--- config.mk ---
export PLATFORM = sky130hd
export DESIGN_NAME = writeback_stage
export DESIGN_NICKNAME = d
export VERILOG_FILES = /design/src/rtl/writeback_stage.sv
export SDC_FILE = /design/constraint.sdc
export NUM_CORES = 1
export LEC_CHECK = 0
export CAP_MARGIN = 0
export CORE_ASPECT_RATIO = 2
export CORE_MARGIN = 1.5
export CORE_UTILIZATION = 35
export CTS_CLUSTER_DIAMETER = 50
export DETAILED_ROUTE_END_ITERATION = 7
export PLACE_DENSITY = 0.86
export SYNTH_ARGS = -nofsm -noshare
export SYNTH_HDL_FRONTEND = slang
export SYNTH_SLANG_ARGS = --single-unit
--- constraint.sdc ---
create_clock -name clock -period 1.7 [get_ports clock]
set_input_delay 0.255 -clock clock [delete_from_list [all_inputs] [get_ports clock]]
set_output_delay 0.255 -clock clock [all_outputs]
set_load 0.1 [all_outputs]
--- src/rtl/writeback_stage.sv ---
// writeback_stage: MEM/WB register with writeback select, forwarding tap and retire counter.
// Define WB_LOAD_EXT_EN for little-endian sub-word load extraction.
module writeback_stage #(
  parameter int DATA_W = 32,
  parameter int REG_ADDR_W = 5,
  parameter logic [REG_ADDR_W-1:0] NOWRITE_POS = 5'h1F
) (
  input  logic                  clock,
  input  logic                  reset,
  input  logic                  in_valid,
  output logic                  in_ready,
  input  logic                  in_regwrite,
  input  logic                  in_mem_to_reg,
  input  logic [REG_ADDR_W-1:0] in_dest,
  input  logic [DATA_W-1:0]     in_alu_result,
  input  logic [DATA_W-1:0]     in_mem_data,
  input  logic [1:0]            in_ld_size,
  input  logic                  in_ld_unsigned,
  input  logic                  stall,
  input  logic                  flush,
  output logic [REG_ADDR_W-1:0] pos,
  output logic [DATA_W-1:0]     writevalue,
  output logic                  fwd_valid,
  output logic [REG_ADDR_W-1:0] fwd_dest,
  output logic [DATA_W-1:0]     fwd_value,
  output logic [31:0]           retired,
  output logic                  r31_drop
);
  logic                  take, valid_q, wr_q;
  logic [REG_ADDR_W-1:0] dest_q;
  logic [DATA_W-1:0]     value_q, load;
  assign in_ready = !stall;
  assign take = in_valid && !stall && !flush;
`ifdef WB_LOAD_EXT_EN
  logic [DATA_W-1:0] shifted;
  logic [7:0]        byte_v;
  logic [15:0]       half_v;
  always_comb begin
    shifted = in_mem_data >> {in_alu_result[1:0], 3'b000};
    byte_v = shifted[7:0];
    half_v = in_alu_result[1] ? in_mem_data[31:16] : in_mem_data[15:0];
    load = in_ld_size == 2'b00 ? {{(DATA_W-8){~in_ld_unsigned & byte_v[7]}}, byte_v} :
           in_ld_size == 2'b01 ? {{(DATA_W-16){~in_ld_unsigned & half_v[15]}}, half_v} :
           in_mem_data;
  end
`else
  logic unused_ld;
  assign unused_ld = ^{in_ld_size, in_ld_unsigned};
  assign load = in_mem_data;
`endif
  always_ff @(posedge clock) begin
    if (reset) begin
      valid_q  <= 1'b0;
      wr_q     <= 1'b0;
      dest_q   <= '0;
      value_q  <= '0;
      retired  <= '0;
      r31_drop <= 1'b0;
    end else begin
      valid_q <= take;
      wr_q    <= take && in_regwrite && in_dest != '0 && in_dest != '1;
      dest_q  <= in_dest;
      value_q <= in_mem_to_reg ? load : in_alu_result;
      if (valid_q) retired <= retired + 32'd1;
      if (take && in_regwrite && in_dest == '1) r31_drop <= 1'b1;
    end
  end
  assign pos        = wr_q ? dest_q : NOWRITE_POS;
  assign writevalue = valid_q ? value_q : '0;
  assign fwd_valid  = pos != NOWRITE_POS;
  assign fwd_dest   = fwd_valid ? pos : '0;
  assign fwd_value  = writevalue;
endmodule
==> results.sh, run 1 <==
export IMPL_globalplace_congestion=0.767
export IMPL_cts_sink_count=72
export IMPL_place_inst=677
export IMPL_synthArstFlopShare=0
export IMPL_r2r_start="retired[20]$_SDFFE_PP0P_"
export IMPL_grtUsageMet3=0.0610
export IMPL_ys_flop_type="dfxtp_1"
export IMPL_netlist_area_leader_share=0.417
export IMPL_status="finished, violations left"
export IMPL_crit_top_cell="buf_12"
export IMPL_synth_most_common_cell="dfxtp_1"
export IMPL_grt_busiest_layer="met2"
export IMPL_min_period_over_period=1.04
export IMPL_p_leak_nw=2.97
export IMPL_power_frac_seq=0.403
export IMPL_antenna_found_initial=0
export IMPL_violations="negative setup slack"
export IMPL_num_rows=51
export IMPL_cts_tree="built"
export IMPL_root_buffer="clkbuf_16"
export IMPL_r2r_worst_path_cells=5
export IMPL_cp_max_fo=6
export IMPL_worst_path_buf_inv=2
export IMPL_syn_area_per_cell_um2=8.97
export IMPL_relSlewSlack=0.559
export IMPL_cts_clk_slew_worst_paths_ps=50
export IMPL_grt_max_degree=33
export IMPL_finalSetupViolations=6
export IMPL_global_route_usage_met1=0.203
export IMPL_clkLatencyLatePin_ps=330
export IMPL_grt_ovfl_total=0
export IMPL_endpoint_kind="output port"
export IMPL_ir_drop_mv=0.806
export IMPL_p_sw_mw=1.06
export IMPL_initial_core_util=0.359
export IMPL_viasPerCell=5.00
export IMPL_holdWs_ps=273
export IMPL_rsz0062_at_grt="yes"
export IMPL_hold_viol_final=0
export IMPL_min_path_cells=2
export IMPL_grt_pass1_vias=3707
export IMPL_cp_slowest_cell="dfxtp_4"
export IMPL_drv_cap=0
export IMPL_dp_final_hpwl_um=9840
export IMPL_synth_nets=465
export IMPL_synth_area_leaders="dfxtp_1 (42%), mux2i_1 (9.6%), buf_4 (7.4%)"
export IMPL_drc=0
export IMPL_clock_path_buffers=2
export IMPL_cp_start_kind="register"
export IMPL_fp_dieH_um=144
export IMPL_crit_path_max_incr_delay_ps=420
export IMPL_fmax_mhz=564
export IMPL_synth_cell_type_count=40
export IMPL_switching_share=0.247
export IMPL_drive_gt1_frac=0.464
export IMPL_n_antenna_cell=0
export IMPL_slew_viol_final=0
export IMPL_p_per_area_mw_per_mm2=588
export IMPL_routed_wl_um=12400
export IMPL_drtPass1Iterations=4
export IMPL_yosys_area_top_type="dfxtp_1"
export IMPL_hold_start="reset"
export IMPL_num_fill_cells=585
export IMPL_ys_top_cells_by_count="dfxtp_1 (72), nor2_1 (51), buf_4 (34), and2_1 (33), mux2i_1 (33)"
export IMPL_p_int_mw=3.23
export IMPL_grt_pass1_wl_um=18700
export IMPL_ff2ff_setup_slack_ps=30
export IMPL_path_delay_family="flip-flops"
export IMPL_synthesis_area_mm2=0.00345
export IMPL_yosysSeqAreaShare=0.417
export IMPL_nNetsFinal=650
export IMPL_num_vias=3536
export IMPL_hold_path_class="in -> reg"
export IMPL_met2_usage=0.475
export IMPL_area_delta_synth_final_pct=111
export IMPL_io_pins=188
export IMPL_drt_iter0_markers=130
export IMPL_die_area_mm2=0.0105
export IMPL_clockPowerShare=0.423
export IMPL_min_to="dest_q[1]$_SDFF_PP0_"
export IMPL_worstMarginPinSlew_ps=653
export IMPL_period_needed_ps=1770
export IMPL_fp_dieW_um=73.3
export IMPL_fin_ws_ps=-74.2
export IMPL_ant_nets=0
export IMPL_htreeDepth=3
export IMPL_worst_ep_arrival_time_ps=1520
export IMPL_wl_per_cell_um=17.5
export IMPL_port_buffers=184
export IMPL_netlist_instances=385
export IMPL_combPwrFrac=0.174
export IMPL_worstPathRequired_ps=1440
export IMPL_gr_usage_all_layers=0.235
export IMPL_fin_cells=707
export IMPL_core_area_mm2=0.00964
export IMPL_setup_worst_path_class="reg -> out"
export IMPL_synth_edf_count=0
export IMPL_cp_cell_sequence="nand2b_4 > and4_4 > buf_12 > a21boi_4 > buf_12"
export IMPL_cts_buffers=9
export IMPL_ys_warn_count=0
export IMPL_synth_seq_cells=72
export IMPL_skew_ps=3.83
export IMPL_timing_rr_end="retired[28]$_SDFFE_PP0P_"
power by group through the flow:
stage / logic [mW] / clock network (mW) / registers, mW
2_1_floorplan: 0.390 / 0 / 1.76
3_3_place_gp: 0.717 / 0 / 1.76
3_5_place_dp: 0.736 / 0 / 1.76
4_1_cts: 0.749 / 1.87 / 1.73
5_1_grt: 0.781 / 1.95 / 1.73
6_report: 0.748 / 1.81 / 1.73
how the worst max path moves through the flow:
stage / slack [ps] / startpoint / cells after the start / endpoint
after floorplan: -170 / wr_q$_SDFF_PP0_ / 4 / fwd_valid
after global placement: -10 / stall / 4 / wr_q$_SDFF_PP0_
after global routing: -140 / wr_q$_SDFF_PP0_ / 5 / fwd_dest[2]
final: -70 / wr_q$_SDFF_PP0_ / 5 / fwd_dest[2]
after detailed placement: -140 / stall / 4 / r31_drop$_SDFFE_PP0P_
after CTS: -90 / wr_q$_SDFF_PP0_ / 5 / fwd_dest[2]
sequential cells by signal, summed over array words and instances, names as in the netlist:
register / flops
retired: 32
dest_q: 5
value_q: 32
valid_q: 1
r31_drop: 1
wr_q: 1
per-stage QoR:
step                setup WS, ps   util  total power, mW  setup TNS [ps]  cell area, µm²
finish                     -74.2  0.757             4.29            -303            7290
global route                -138  0.757             4.46            -843            7290
CTS                        -88.7  0.744             4.35            -431            7170
detailed placement          -136  0.705             2.50            -260            6800
global placement           -13.7  0.705             2.47           -20.8            6800
floorplan                   -173      -             2.15           -1510            3960
metal layers:
layer  wire length (µm)  share of wire
met1               3680           0.30
met2               7550           0.61
met3                712          0.057
met4                445          0.036
met5                  0              0
placed cells by master, fill, tap and decap left out, types with 4 or more instances in the layout:
cell,n
buf_12,111
clkdlybuf4s50_1,73
nor2_1,51
dfxtp_1,40
buf_4,38
mux2i_1,33
and2_4,31
dfxtp_4,28
nand3_1,13
a21oi_1,12
nand2_1,10
or4_1,9
clkbuf_16,9
nor2b_1,8
o31ai_1,8
xor2_1,7
xnor2_1,7
nand4_1,6
inv_1,5
nand2b_4,4
and4_4,4
a21boi_4,4
o21ai_0,4
dfxtp_2,4
worst register-to-register path, cell delays in order, from the launching register on:
cell and delay (ps):
dfxtp_4 380, nand4_1 190, buf_4 200, nor4_4 200, or4b_4 500, a21oi_2 140
logic make-up after synthesis:
kind of cell | after synthesis | synth area share
adder cells (fa/ha/maj) | 1 | 0.00362
AO/OA/AOI/OAI | 35 | 0.0630
multiplexers | 36 | 0.105
AND/OR/NAND/NOR | 167 | 0.270
buffers and inverters | 60 | 0.105
XOR/XNOR | 14 | 0.0355
flip-flops | 72 | 0.417
area by class of cell:
type                    count  area (µm²)  area share
well taps                 132         165      0.0226
repair buffers            228        3300       0.452
multi-input cells         253        1960       0.269
inverters                   6        26.3     0.00360
flip-flops and latches     72        1550       0.213
clock buffers              12         246      0.0338
clock inverters             4        45.0     0.00617
timing repair:
action                                  4_1_cts  5_1_grt
endpoints found under the setup margin       71       83
gates resized for setup                       4       16
hold buffers                                  0        0
pin swaps                                     2        8
buffers inserted                              7        7
No activity file was read; power rests on OpenSTA's default activity.
==> inputs of run 2 (changes only) <==
CORE_UTILIZATION = 39   (was 35)
PLACE_DENSITY = 0.9   (was 0.86)
clock period = 1.8 ns   (was 1.7 ns; I/O delays follow)
==> run 2 against run 1 <==
Net effect:
- the run still ends with negative setup slack left
- non-clock buffer count fell by 15
- sequential power fell by 5%
- worst hold slack improved by 60 ps
- largest power group unchanged
==> results.sh, run 2 (synthesis results as in run 1) <==
export IMPL_routed_wl_um=13300
export IMPL_wl_per_cell_um=20.2
export IMPL_die_area_mm2=0.00947
export IMPL_endpoint="fwd_dest[0]"
export IMPL_wl_met1_um=4310
export IMPL_ff2ff_setup_slack_ps=60
export IMPL_timing_rr_end="retired[28]$_SDFFE_PP0P_"
export IMPL_cts_sink_count=72
export IMPL_htreeDepth=3
export IMPL_gr_usage_all_layers=0.270
export IMPL_seq_area_mm2=0.00154
export IMPL_power_total_mw=4.03
export IMPL_place_inst=635
export IMPL_p_sw_mw=1.03
export IMPL_drtPass1Iterations=5
export IMPL_num_fill_cells=477
export IMPL_multi_input_area_mm2=0.00192
export IMPL_cp_slowest_cell="dfxtp_4"
export IMPL_period_needed_ps=1820
export IMPL_core_area_mm2=0.00859
export IMPL_cts_buffers=9
export IMPL_holdWs_ps=334
export IMPL_p_per_area_mw_per_mm2=582
export IMPL_drc=0
export IMPL_wl_met2_um=7670
export IMPL_n_antenna_cell=0
export IMPL_cp_cell_sequence="nand2b_4 > and4_4 > buf_4 > a21boi_4 > buf_12"
export IMPL_slew_viol_final=0
export IMPL_grt_pass1_wl_um=19700
export IMPL_critPathLaunch="wr_q$_SDFF_PP0_"
export IMPL_top_regs="retired: 32 flops, value_q: 32 flops, dest_q: 5 flops"
export IMPL_worst_ep_arrival_time_ps=1550
export IMPL_switching_share=0.257
export IMPL_routed_top_layer="met4"
export IMPL_finalSetupViolations=1
export IMPL_fin_ws_ps=-17.4
export IMPL_drive_gt1_frac=0.439
export IMPL_r2r_worst_path_cells=5
export IMPL_final_cell_area_mm2=0.00693
export IMPL_cts_tree="built"
export IMPL_hold_viol_final=0
export IMPL_violations="negative setup slack"
export IMPL_place_area_mm2=0.00654
export IMPL_cp_max_fo=6
export IMPL_grt_pass1_vias=3705
export IMPL_drt_iter0_markers=156
export IMPL_area_delta_synth_final_pct=101
export IMPL_cp_start_kind="register"
export IMPL_setup_worst_path_class="reg -> out"
export IMPL_initial_core_util=0.402
export IMPL_combPwrFrac=0.179
export IMPL_crit_cells=5
export IMPL_r2r_start="retired[1]$_SDFFE_PP0P_"
export IMPL_clkLatencyLatePin_ps=320
export IMPL_io_pins=188
export IMPL_fp_dieH_um=136
export IMPL_fin_cells=661
export IMPL_num_vias=3504
export IMPL_path_delay_family="flip-flops"
export IMPL_layout_commonest_cell="buf_12"
export IMPL_viasPerCell=5.30
export IMPL_dp_final_hpwl_um=9810
export IMPL_fmax_mhz=550
export IMPL_skew_ps=6.41
export IMPL_status="finished, violations left"
export IMPL_port_buffers=184
export IMPL_num_rows=48
export IMPL_worstMarginPinSlew_ps=655
export IMPL_crit_path_max_incr_delay_ps=420
export IMPL_drv_cap=0
export IMPL_endpoint_kind="output port"
export IMPL_min_period_over_period=1.01
export IMPL_rsz0062_at_grt="yes"
export IMPL_clock_path_buffers=2
export IMPL_relSlewSlack=0.557
export IMPL_fp_dieW_um=69.6
export IMPL_grt_ovfl_total=0
export IMPL_hold_path_class="in -> reg"
export IMPL_p_leak_nw=2.82
export IMPL_grt_max_degree=59
export IMPL_p_int_mw=3.00
export IMPL_globalplace_congestion=0.864
export IMPL_final_cell_mix="buf_12 (100), clkdlybuf4s50_1 (73), nor2_1 (51)"
export IMPL_clockPowerShare=0.414
export IMPL_power_frac_seq=0.407
export IMPL_worstPathRequired_ps=1530
export IMPL_nNetsFinal=636
export IMPL_ant_nets=0
export IMPL_ir_drop_mv=0.708
export IMPL_antenna_found_initial=0
export IMPL_root_buffer="clkbuf_16"
export IMPL_met3_length_um=675
export IMPL_worst_path_buf_inv=2
export IMPL_cts_clk_slew_worst_paths_ps=60
[run 2: worst min path at each step]
stage / startpoint / endpoint / slack [ps] / depth (start not counted)
global route: reset / value_q[3]$_SDFF_PP0_ / 350 / 2
detailed placement: retired[30]$_SDFFE_PP0P_ / retired[30]$_SDFFE_PP0P_ / 490 / 2
CTS: reset / value_q[2]$_SDFF_PP0_ / 330 / 2
global placement: r31_drop$_SDFFE_PP0P_ / r31_drop$_SDFFE_PP0P_ / 460 / 2
floorplan: stall / valid_q$_SDFF_PP0_ / 360 / 1
finish: reset / value_q[2]$_SDFF_PP0_ / 330 / 2
[run 2: area by class of cell]
cell class	count	area share
Tap cell	100	0.0180
Clock inverter	2	0.00180
Timing Repair Buffer	213	0.438
Clock buffer	14	0.0395
Sequential cell	72	0.223
Inverter	6	0.00379
Multi-Input combinational cell	254	0.276
[run 2: what timing repair did]
action,CTS,global route
setup endpoints to repair,1,79
setup buffers,7,2
resized for setup,0,4
hold buffers,0,0
pin swaps,2,4
cloned,0,1
[run 2: power groups by stage]
stage	registers [mW]	clock network, mW	logic (mW)
floorplan	1.67	0	0.367
global placement	1.66	0	0.676
detailed placement	1.67	0	0.696
CTS	1.64	1.70	0.712
global route	1.64	1.77	0.747
finish	1.64	1.67	0.720
[run 2: metrics by stage]
step,setup slack [ps],util,TNS [ps]
2_1_floorplan,-87.8,-,-1610
3_3_place_gp,119,0.761,0
3_5_place_dp,49.2,0.761,0
4_1_cts,-25.5,0.802,-25.5
5_1_grt,-50.7,0.807,-203
6_report,-17.4,0.807,-17.4
[run 2: metal layers]
layer / vias up / track usage
li1: 1635 / -
met1: 1672 / 0.259
met2: 164 / 0.525
met3: 33 / 0.0571
met4: 0 / 0.144
met5: - / 0
==> inputs of run 3 (changes only) <==
SKIP_CTS_REPAIR_TIMING = 1   (was not set)
==> run 3 against run 2 <==
Net effect:
- the flow still finishes with violations (negative setup slack)
- first-iteration DRC count increased by 9.0%
- highest routed layer unchanged
- clock power is essentially flat
- critical path depth did not move
- worst setup slack worse by 27 ps
- core utilization fell by 0.17 points
==> results.sh, run 3 (synthesis results as in run 1) <==
export IMPL_status="finished, violations left"
export IMPL_port_buffers=184
export IMPL_pre_cts_ws_ps=49.2
export IMPL_cp_slowest_cell="dfxtp_4"
export IMPL_ir_drop_mv=0.694
export IMPL_routed_wl_um=12800
export IMPL_min_period_over_period=1.02
export IMPL_area_delta_synth_final_pct=100
export IMPL_fp_dieH_um=136
export IMPL_switching_share=0.255
export IMPL_drt_iter0_markers=170
export IMPL_grt_pass1_vias=3592
export IMPL_path_delay_family="flip-flops"
export IMPL_grt_busiest_layer="met2"
export IMPL_postLayoutCoreUtil=0.806
export IMPL_crit_path_max_incr_delay_ps=440
export IMPL_clkLatencyLatePin_ps=320
export IMPL_rsz0062_at_grt="yes"
export IMPL_worstMarginPinSlew_ps=650
export IMPL_setup_worst_path_class="reg -> out"
export IMPL_final_cell_mix="buf_12 (100), clkdlybuf4s50_1 (73), nor2_1 (51)"
export IMPL_met2_usage=0.504
export IMPL_ant_nets=0
export IMPL_fin_cells=659
export IMPL_core_area_mm2=0.00859
export IMPL_drv_cap=0
export IMPL_grtUsageMet3=0.0526
export IMPL_final_cell_area_mm2=0.00692
export IMPL_antenna_found_initial=0
export IMPL_period_needed_ps=1840
export IMPL_relSlewSlack=0.560
export IMPL_io_pins=188
export IMPL_drtPass1Iterations=4
export IMPL_p_per_area_mw_per_mm2=582
export IMPL_combPwrFrac=0.178
export IMPL_power_frac_seq=0.407
export IMPL_cts_tree="built"
export IMPL_globalplace_congestion=0.864
export IMPL_place_inst=635
export IMPL_grt_max_degree=59
export IMPL_cp_cell_sequence="nand2b_4 > and4_4 > buf_4 > a21boi_4 > buf_12"
export IMPL_worst_ep_arrival_time_ps=1570
export IMPL_slew_viol_final=0
export IMPL_cts_sink_count=72
export IMPL_p_sw_mw=1.03
export IMPL_n_antenna_cell=0
export IMPL_worst_path_buf_inv=2
export IMPL_worstPathRequired_ps=1530
export IMPL_viasPerCell=5.24
export IMPL_nNetsFinal=634
export IMPL_root_buffer="clkbuf_16"
export IMPL_cts_buffers=9
export IMPL_drc=0
export IMPL_wl_per_cell_um=19.4
export IMPL_fmax_mhz=542
export IMPL_p_leak_nw=2.81
export IMPL_gr_usage_all_layers=0.257
export IMPL_grt_pass1_wl_um=18900
export IMPL_power_total_mw=4.02
export IMPL_layout_commonest_cell="buf_12"
export IMPL_fin_tns_setup_ps=-92.2
export IMPL_fp_dieW_um=69.6
export IMPL_hold_viol_final=0
export IMPL_top_regs="retired: 32 flops, value_q: 32 flops, dest_q: 5 flops"
export IMPL_num_vias=3456
export IMPL_holdWs_ps=330
export IMPL_fin_ws_ps=-44.8
export IMPL_skew_ps=6.44
export IMPL_cts_clk_slew_worst_paths_ps=60
export IMPL_drive_gt1_frac=0.436
export IMPL_die_area_mm2=0.00947
export IMPL_hold_path_class="in -> reg"
export IMPL_cp_start_kind="register"
export IMPL_p_int_mw=3.00
export IMPL_finalSetupViolations=5
export IMPL_initial_core_util=0.402
export IMPL_global_route_usage_met1=0.248
export IMPL_dp_final_hpwl_um=9810
export IMPL_clock_path_buffers=2
export IMPL_num_rows=48
export IMPL_place_area_mm2=0.00654
export IMPL_violations="negative setup slack"
export IMPL_grt_ovfl_total=0
export IMPL_htreeDepth=3
export IMPL_endpoint_kind="output port"
export IMPL_clockPowerShare=0.415
export IMPL_cp_max_fo=6
-- run 3: changes by cell type in the layout (fill, tap and decap cells not counted) --
cell | previous run | this run
buf_4 | 36 | 34
-- run 3: power groups by stage --
stage	clock (mW)	sequential (mW)	combinational (mW)
after global routing	1.77	1.64	0.741
after floorplan	0	1.67	0.367
final	1.67	1.64	0.715
after CTS	1.70	1.64	0.702
after global placement	0	1.66	0.676
after detailed placement	0	1.67	0.696
-- run 3: worst paths after layout --
check / startpoint / end / slack, ps / depth (start not counted)
hold reg to reg: retired[30]$_SDFFE_PP0P_ / retired[30]$_SDFFE_PP0P_ / 500 / 2
hold / removal: reset / value_q[2]$_SDFF_PP0_ / 330 / 2
setup reg to reg: retired[1]$_SDFFE_PP0P_ / retired[28]$_SDFFE_PP0P_ / 50 / 5
setup / recovery: wr_q$_SDFF_PP0_ / fwd_dest[0] / -40 / 5
-- run 3: cell type report --
cell class | instances | area, µm²
repair buffers | 211 | 3020
multi-input cells | 254 | 1920
fillers | 486 | 1670
flip-flops and latches | 72 | 1540
clock buffers | 14 | 274
well taps | 100 | 125
inverters | 6 | 26.3
clock inverters | 2 | 12.5
-- run 3: layer usage --
metal / share of wire / up-vias
li1: - / 1632
met1: 0.33 / 1657
met2: 0.58 / 136
met3: 0.051 / 31
met4: 0.045 / 0
met5: 0 / -
==> RTL change 1 (config.mk and constraints of run 1) <==
Reset style: asynchronous (`reset`), changed in one clocked block.
--- a/src/rtl/writeback_stage.sv
+++ b/src/rtl/writeback_stage.sv
@@ -50,3 +50,3 @@
 `endif
-  always_ff @(posedge clock) begin
+  always_ff @(posedge clock or posedge reset) begin
     if (reset) begin
Function: differs if reset is asserted again (counterexample within 4 cycles, from zero or initial values and one cycle with reset high); with reset held inactive, the same outputs for 10 cycles.
==> RTL change 1 against run 1 <==
  * Wire length down 17%
  * The run still ends with negative setup slack left
  * Sequential cell count is the same
  * Global-route usage shrank 2.6 points
  * Final area shrank 2.4%
  * Highest routed layer unchanged
  * Worst setup slack worse by 100 ps
  * Via count is 20% lower
  * Area after synthesis down 0.83%
Power is not compared: it rests on default switching activity, and its combinational part moved more than twofold at a synthesized area within 25%.
==> RTL change 1: results (changes against run 1) <==
Post-synthesis xor/xnor area fraction: 7.925% (+4.4 points)
GRT Total Usage: 20.87% (-2.6 points)
Largest net degree at the start of global routing: 73 (+120%)
Global-route wire length before repair: 16.09 mm (-14%)
Syn_nets: 368 (-21%)
Post-Syn Area per Cell: 11.90 um^2 (+33%)
Violated checks: negative setup slack
Post-CTS sizing: 1 (-3)
Placed insts: 575 (-15%)
R2r endpoint: retired[15]
Final wirelength: 10.26 mm (-17%)
Synth async-reset ratio: 100.0% (+100 points)
Sequential fraction of the synthesis area: 52.59% (+11 points)
Vias/cell: 4.686 (-6.3%)
Synth top area cells: dfrtp_1 (53%), mux2_2 (11%), buf_4 (7.0%), and2_1 (6.0%), xnor2_1 (5.9%)
Filler cell count: 542 (-7.4%)
RePlAce Congestion: 0.7953 (+3.6%)
R2R setup slack: 100 ps (+70 ps)
Run status: finished, violations left
Slowest-stage cell, CP: dfrtp_2
DR WL/cell: 17.08 um (-2.5%)
Vias in the first global route: 3153 (-15%)
Most frequent cells after synthesis: dfrtp_1 (72), and2_1 (33), mux2_2 (33)
Critical Path Start: wr_q
Layout cells sized above 1: 56.69% (+10 points)
Post-CTS Setup Bufs: 6 (-1)
Hpwl dp: 8.092 mm (-18%)
Crit Reg-Reg Startpoint: retired[2]
Count of cell types in the netlist: 34 (-15%)
Worst Hold Class: in -> async
Final Setup Violations: 6 (unchanged)
Rel. slew slack: 73.66% (+18 points)
Mux cell area share after synthesis: 10.85% (+0.31 points)
Worst endpoint data arrival time: 1620 ps (+100 ps)
Fin nets: 546 (-16%)
Max FO, Critical Path: 5 (-1)
Peak per-stage delay on the critical path: 490 ps (+70 ps)
DRT iter0 DRCs: 97 (-25%)
Worst Setup Slack, final: -179.0 ps (-104.8 ps)
-- RTL change 1: worst max-delay path by stage --
stage	end	slack (ps)	depth (start not counted)
3_5_place_dp	fwd_valid	10	5
3_3_place_gp	fwd_valid	50	5
5_1_grt	fwd_dest[2]	-230	5
4_1_cts	fwd_dest[0]	-160	5
6_report	fwd_dest[2]	-180	5
2_1_floorplan	fwd_valid	-310	4
-- RTL change 1: power breakdown --
part	internal, W	leakage (nW)	switching (W)
clock	0.00121	0.150	0.000674
sequential	0.00187	0.859	0.000102
combinational	0.000818	2.01	0.00118
total	0.00390	3.02	0.00195
-- RTL change 1: metal layers --
metal  share of wire, %  global-route usage (%)  vias up
li1                   -                       -     1296
met4                3.0                   9.037        0
met3                5.0                   5.011       18
met5                  0                       0        -
met2                 62                   40.80      127
met1                 30                   19.54     1375
-- RTL change 1: final cells by class --
cell class	count	share of cell area, %
Clock buffer	13	3.657
Inverter	6	0.4219
Timing Repair Buffer	207	44.37
Clock inverter	3	0.5626
Multi-Input combinational cell	170	22.06
Sequential cell	72	26.64
Tap cell	130	2.286
-- RTL change 1: logic make-up after synthesis --
group	count (synthesis)
compound gates	6
xor+xnor	31
fa+ha+maj	1
buf+inv	46
flops	72
mux	33
simple gates	99
-- RTL change 1: stage by stage --
stage	total power (W)	hold WS (ps)	TNS [ps]	cell area, um^2	worst slack, ps
6_report	0.005852	373.4	-1012	7117	-179.0
5_1_grt	0.006063	437.5	-1280	7117	-227.8
4_1_cts	0.005864	396.2	-908.4	7051	-163.8
3_5_place_dp	0.003951	524.3	0	6684	12.65
3_3_place_gp	0.003897	497.9	0	6684	47.56
2_1_floorplan	0.003133	286.4	-6167	3737	-314.3
==> RTL change 2 (config.mk and constraints of run 1) <==
Made on the original files. The parameter `REG_ADDR_W` goes from 5 to 6.
--- a/src/rtl/writeback_stage.sv
+++ b/src/rtl/writeback_stage.sv
@@ -4,3 +4,3 @@
   parameter int DATA_W = 32,
-  parameter int REG_ADDR_W = 5,
+  parameter int REG_ADDR_W = 6,
   parameter logic [REG_ADDR_W-1:0] NOWRITE_POS = 5'h1F
Interface: changed (resized fwd_dest, in_dest and pos); port bits go from 188 to 191. The function was not compared with the original's and may differ.
==> RTL change 2 against run 1 <==
  * The flow still finishes with violations (negative setup slack)
  * Count of clock-buffer cells in the layout down 2
  * Final area up 3.5%
  * Power up 5.7%
  * Worst setup slack better by 29 ps
  * Via count up 4.8%
  * Sequential cell count up 1
  * Area after synthesis up 0.91%
  * Clock power up 9.9%
  * Wire length up 11%
  * Critical endpoint unchanged
  * Largest cell class unchanged
==> RTL change 2: results (changes against run 1) <==
Post-synthesis xor/xnor area fraction: 3.518% (-0.032 points)
Layout cells sized above 1: 48.32% (+1.9 points)
Final Setup Violations: 9 (+3)
Leakage: 3.066 nW (+3.2%)
Syn_nets: 472 (+1.5%)
Synth top area cells: dfxtp_1 (42%), mux2i_1 (9.5%), buf_4 (6.9%), and2_1 (6.5%), nor2_1 (5.6%)
Rel. slew slack: 67.64% (+12 points)
Filler cell count: 568 (-2.9%)
DR WL/cell: 18.90 um (+7.9%)
Worst Setup Slack, final: -44.94 ps (+29.25 ps)
R2R setup slack: -20 ps (-50 ps)
Count of cell types in the netlist: 33 (-18%)
GRT Total Usage: 25.51% (+2.0 points)
Max VDD drop: 517.3 uV (-36%)
Most frequent cells after synthesis: dfxtp_1 (73), nor2_1 (52), and2_1 (36)
Final wirelength: 13.72 mm (+11%)
IO Port Bufs: 187 (+1.6%)
Post-Syn Area per Cell: 8.915 um^2 (-0.64%)
Sequential fraction of the synthesis area: 41.92% (+0.20 points)
Hold slack: 262.0 ps (-11.52 ps)
RePlAce Congestion: 0.8134 (+6.0%)
Placed insts: 689 (+1.8%)
Mux cell area share after synthesis: 10.77% (+0.23 points)
Crit Reg-Reg Startpoint: retired[6]
Adder-Cell Fraction of Synth Area: 0.3589% (-0.0033 points)
Violated checks: negative setup slack
Synth Area in Compound Gates: 5.779% (-0.52 points)
Fin nets: 670 (+3.1%)
Peak per-stage delay on the critical path: 400 ps (-20 ps)
Run status: finished, violations left
Hpwl dp: 9.937 mm (+0.95%)
Global-route wire length before repair: 20.33 mm (+8.7%)
Worst endpoint data arrival time: 1490 ps (-30 ps)
Vias in the first global route: 4004 (+8.0%)
Setup_tns: -311.3 ps (-7.924 ps)
DRT iter0 DRCs: 170 (+31%)
Biggest regs: retired (32), value_q (32), dest_q (6)
## RTL change 2: worst paths after layout
| path | end | cells after the start |
|---|---|---|
| worst min-delay path | valid_q | 3 |
| worst min register to register | r31_drop | 2 |
| worst max-delay path | fwd_dest[2] | 5 |
| worst max register to register | retired[24] | 5 |
## RTL change 2: report_power, final
group,internal [W],leakage [nW],switching (W),total (W)
sequential,0.00173,0.623,0.0000237,0.00176
clock,0.00131,0.156,0.000679,0.00199
combinational,0.000379,2.29,0.000406,0.000785
total,0.00342,3.07,0.00111,0.00453
## RTL change 2: worst reg2reg max path, stage by stage (launching register included)
cell     delay (ps)
dfxtp_4         340
and4_4          280
nand4_4         180
buf_6           190
or4_4           490
a21oi_2         170
## RTL change 2: repair_timing
action | CTS | global route
pin swaps | 4 | 11
resized for setup | 15 | 21
setup endpoints to repair | 78 | 18
cloned | 3 | 0
hold endpoints to repair | 0 | 0
buffers inserted | 10 | 8
## RTL change 2: area by class of cell
class / count / area, um^2 / share of cell area (%)
tap: 132 / 165.2 / 2.187
sequential: 73 / 1567 / 20.74
clock buffer: 10 / 239.0 / 3.164
clock inverter: 6 / 81.33 / 1.077
multi-input combinational: 262 / 2037 / 26.97
inverter: 7 / 33.78 / 0.4473
timing repair buffer: 236 / 3430 / 45.41
## RTL change 2: kinds of logic after synthesis
logic type,Yosys count
simple gates,176
flops,73
buf+inv,58
mux,37
compound gates,32
xor+xnor,14
fa+ha+maj,1
## RTL change 2: per-layer routing
metal | up-vias | GRT usage [%] | routed length [um]
met4 | 0 | 15.30 | 670
li1 | 1713 | - | -
met5 | - | 0 | 0
met3 | 42 | 4.739 | 725
met1 | 1765 | 22.71 | 4300
met2 | 185 | 49.98 | 8026
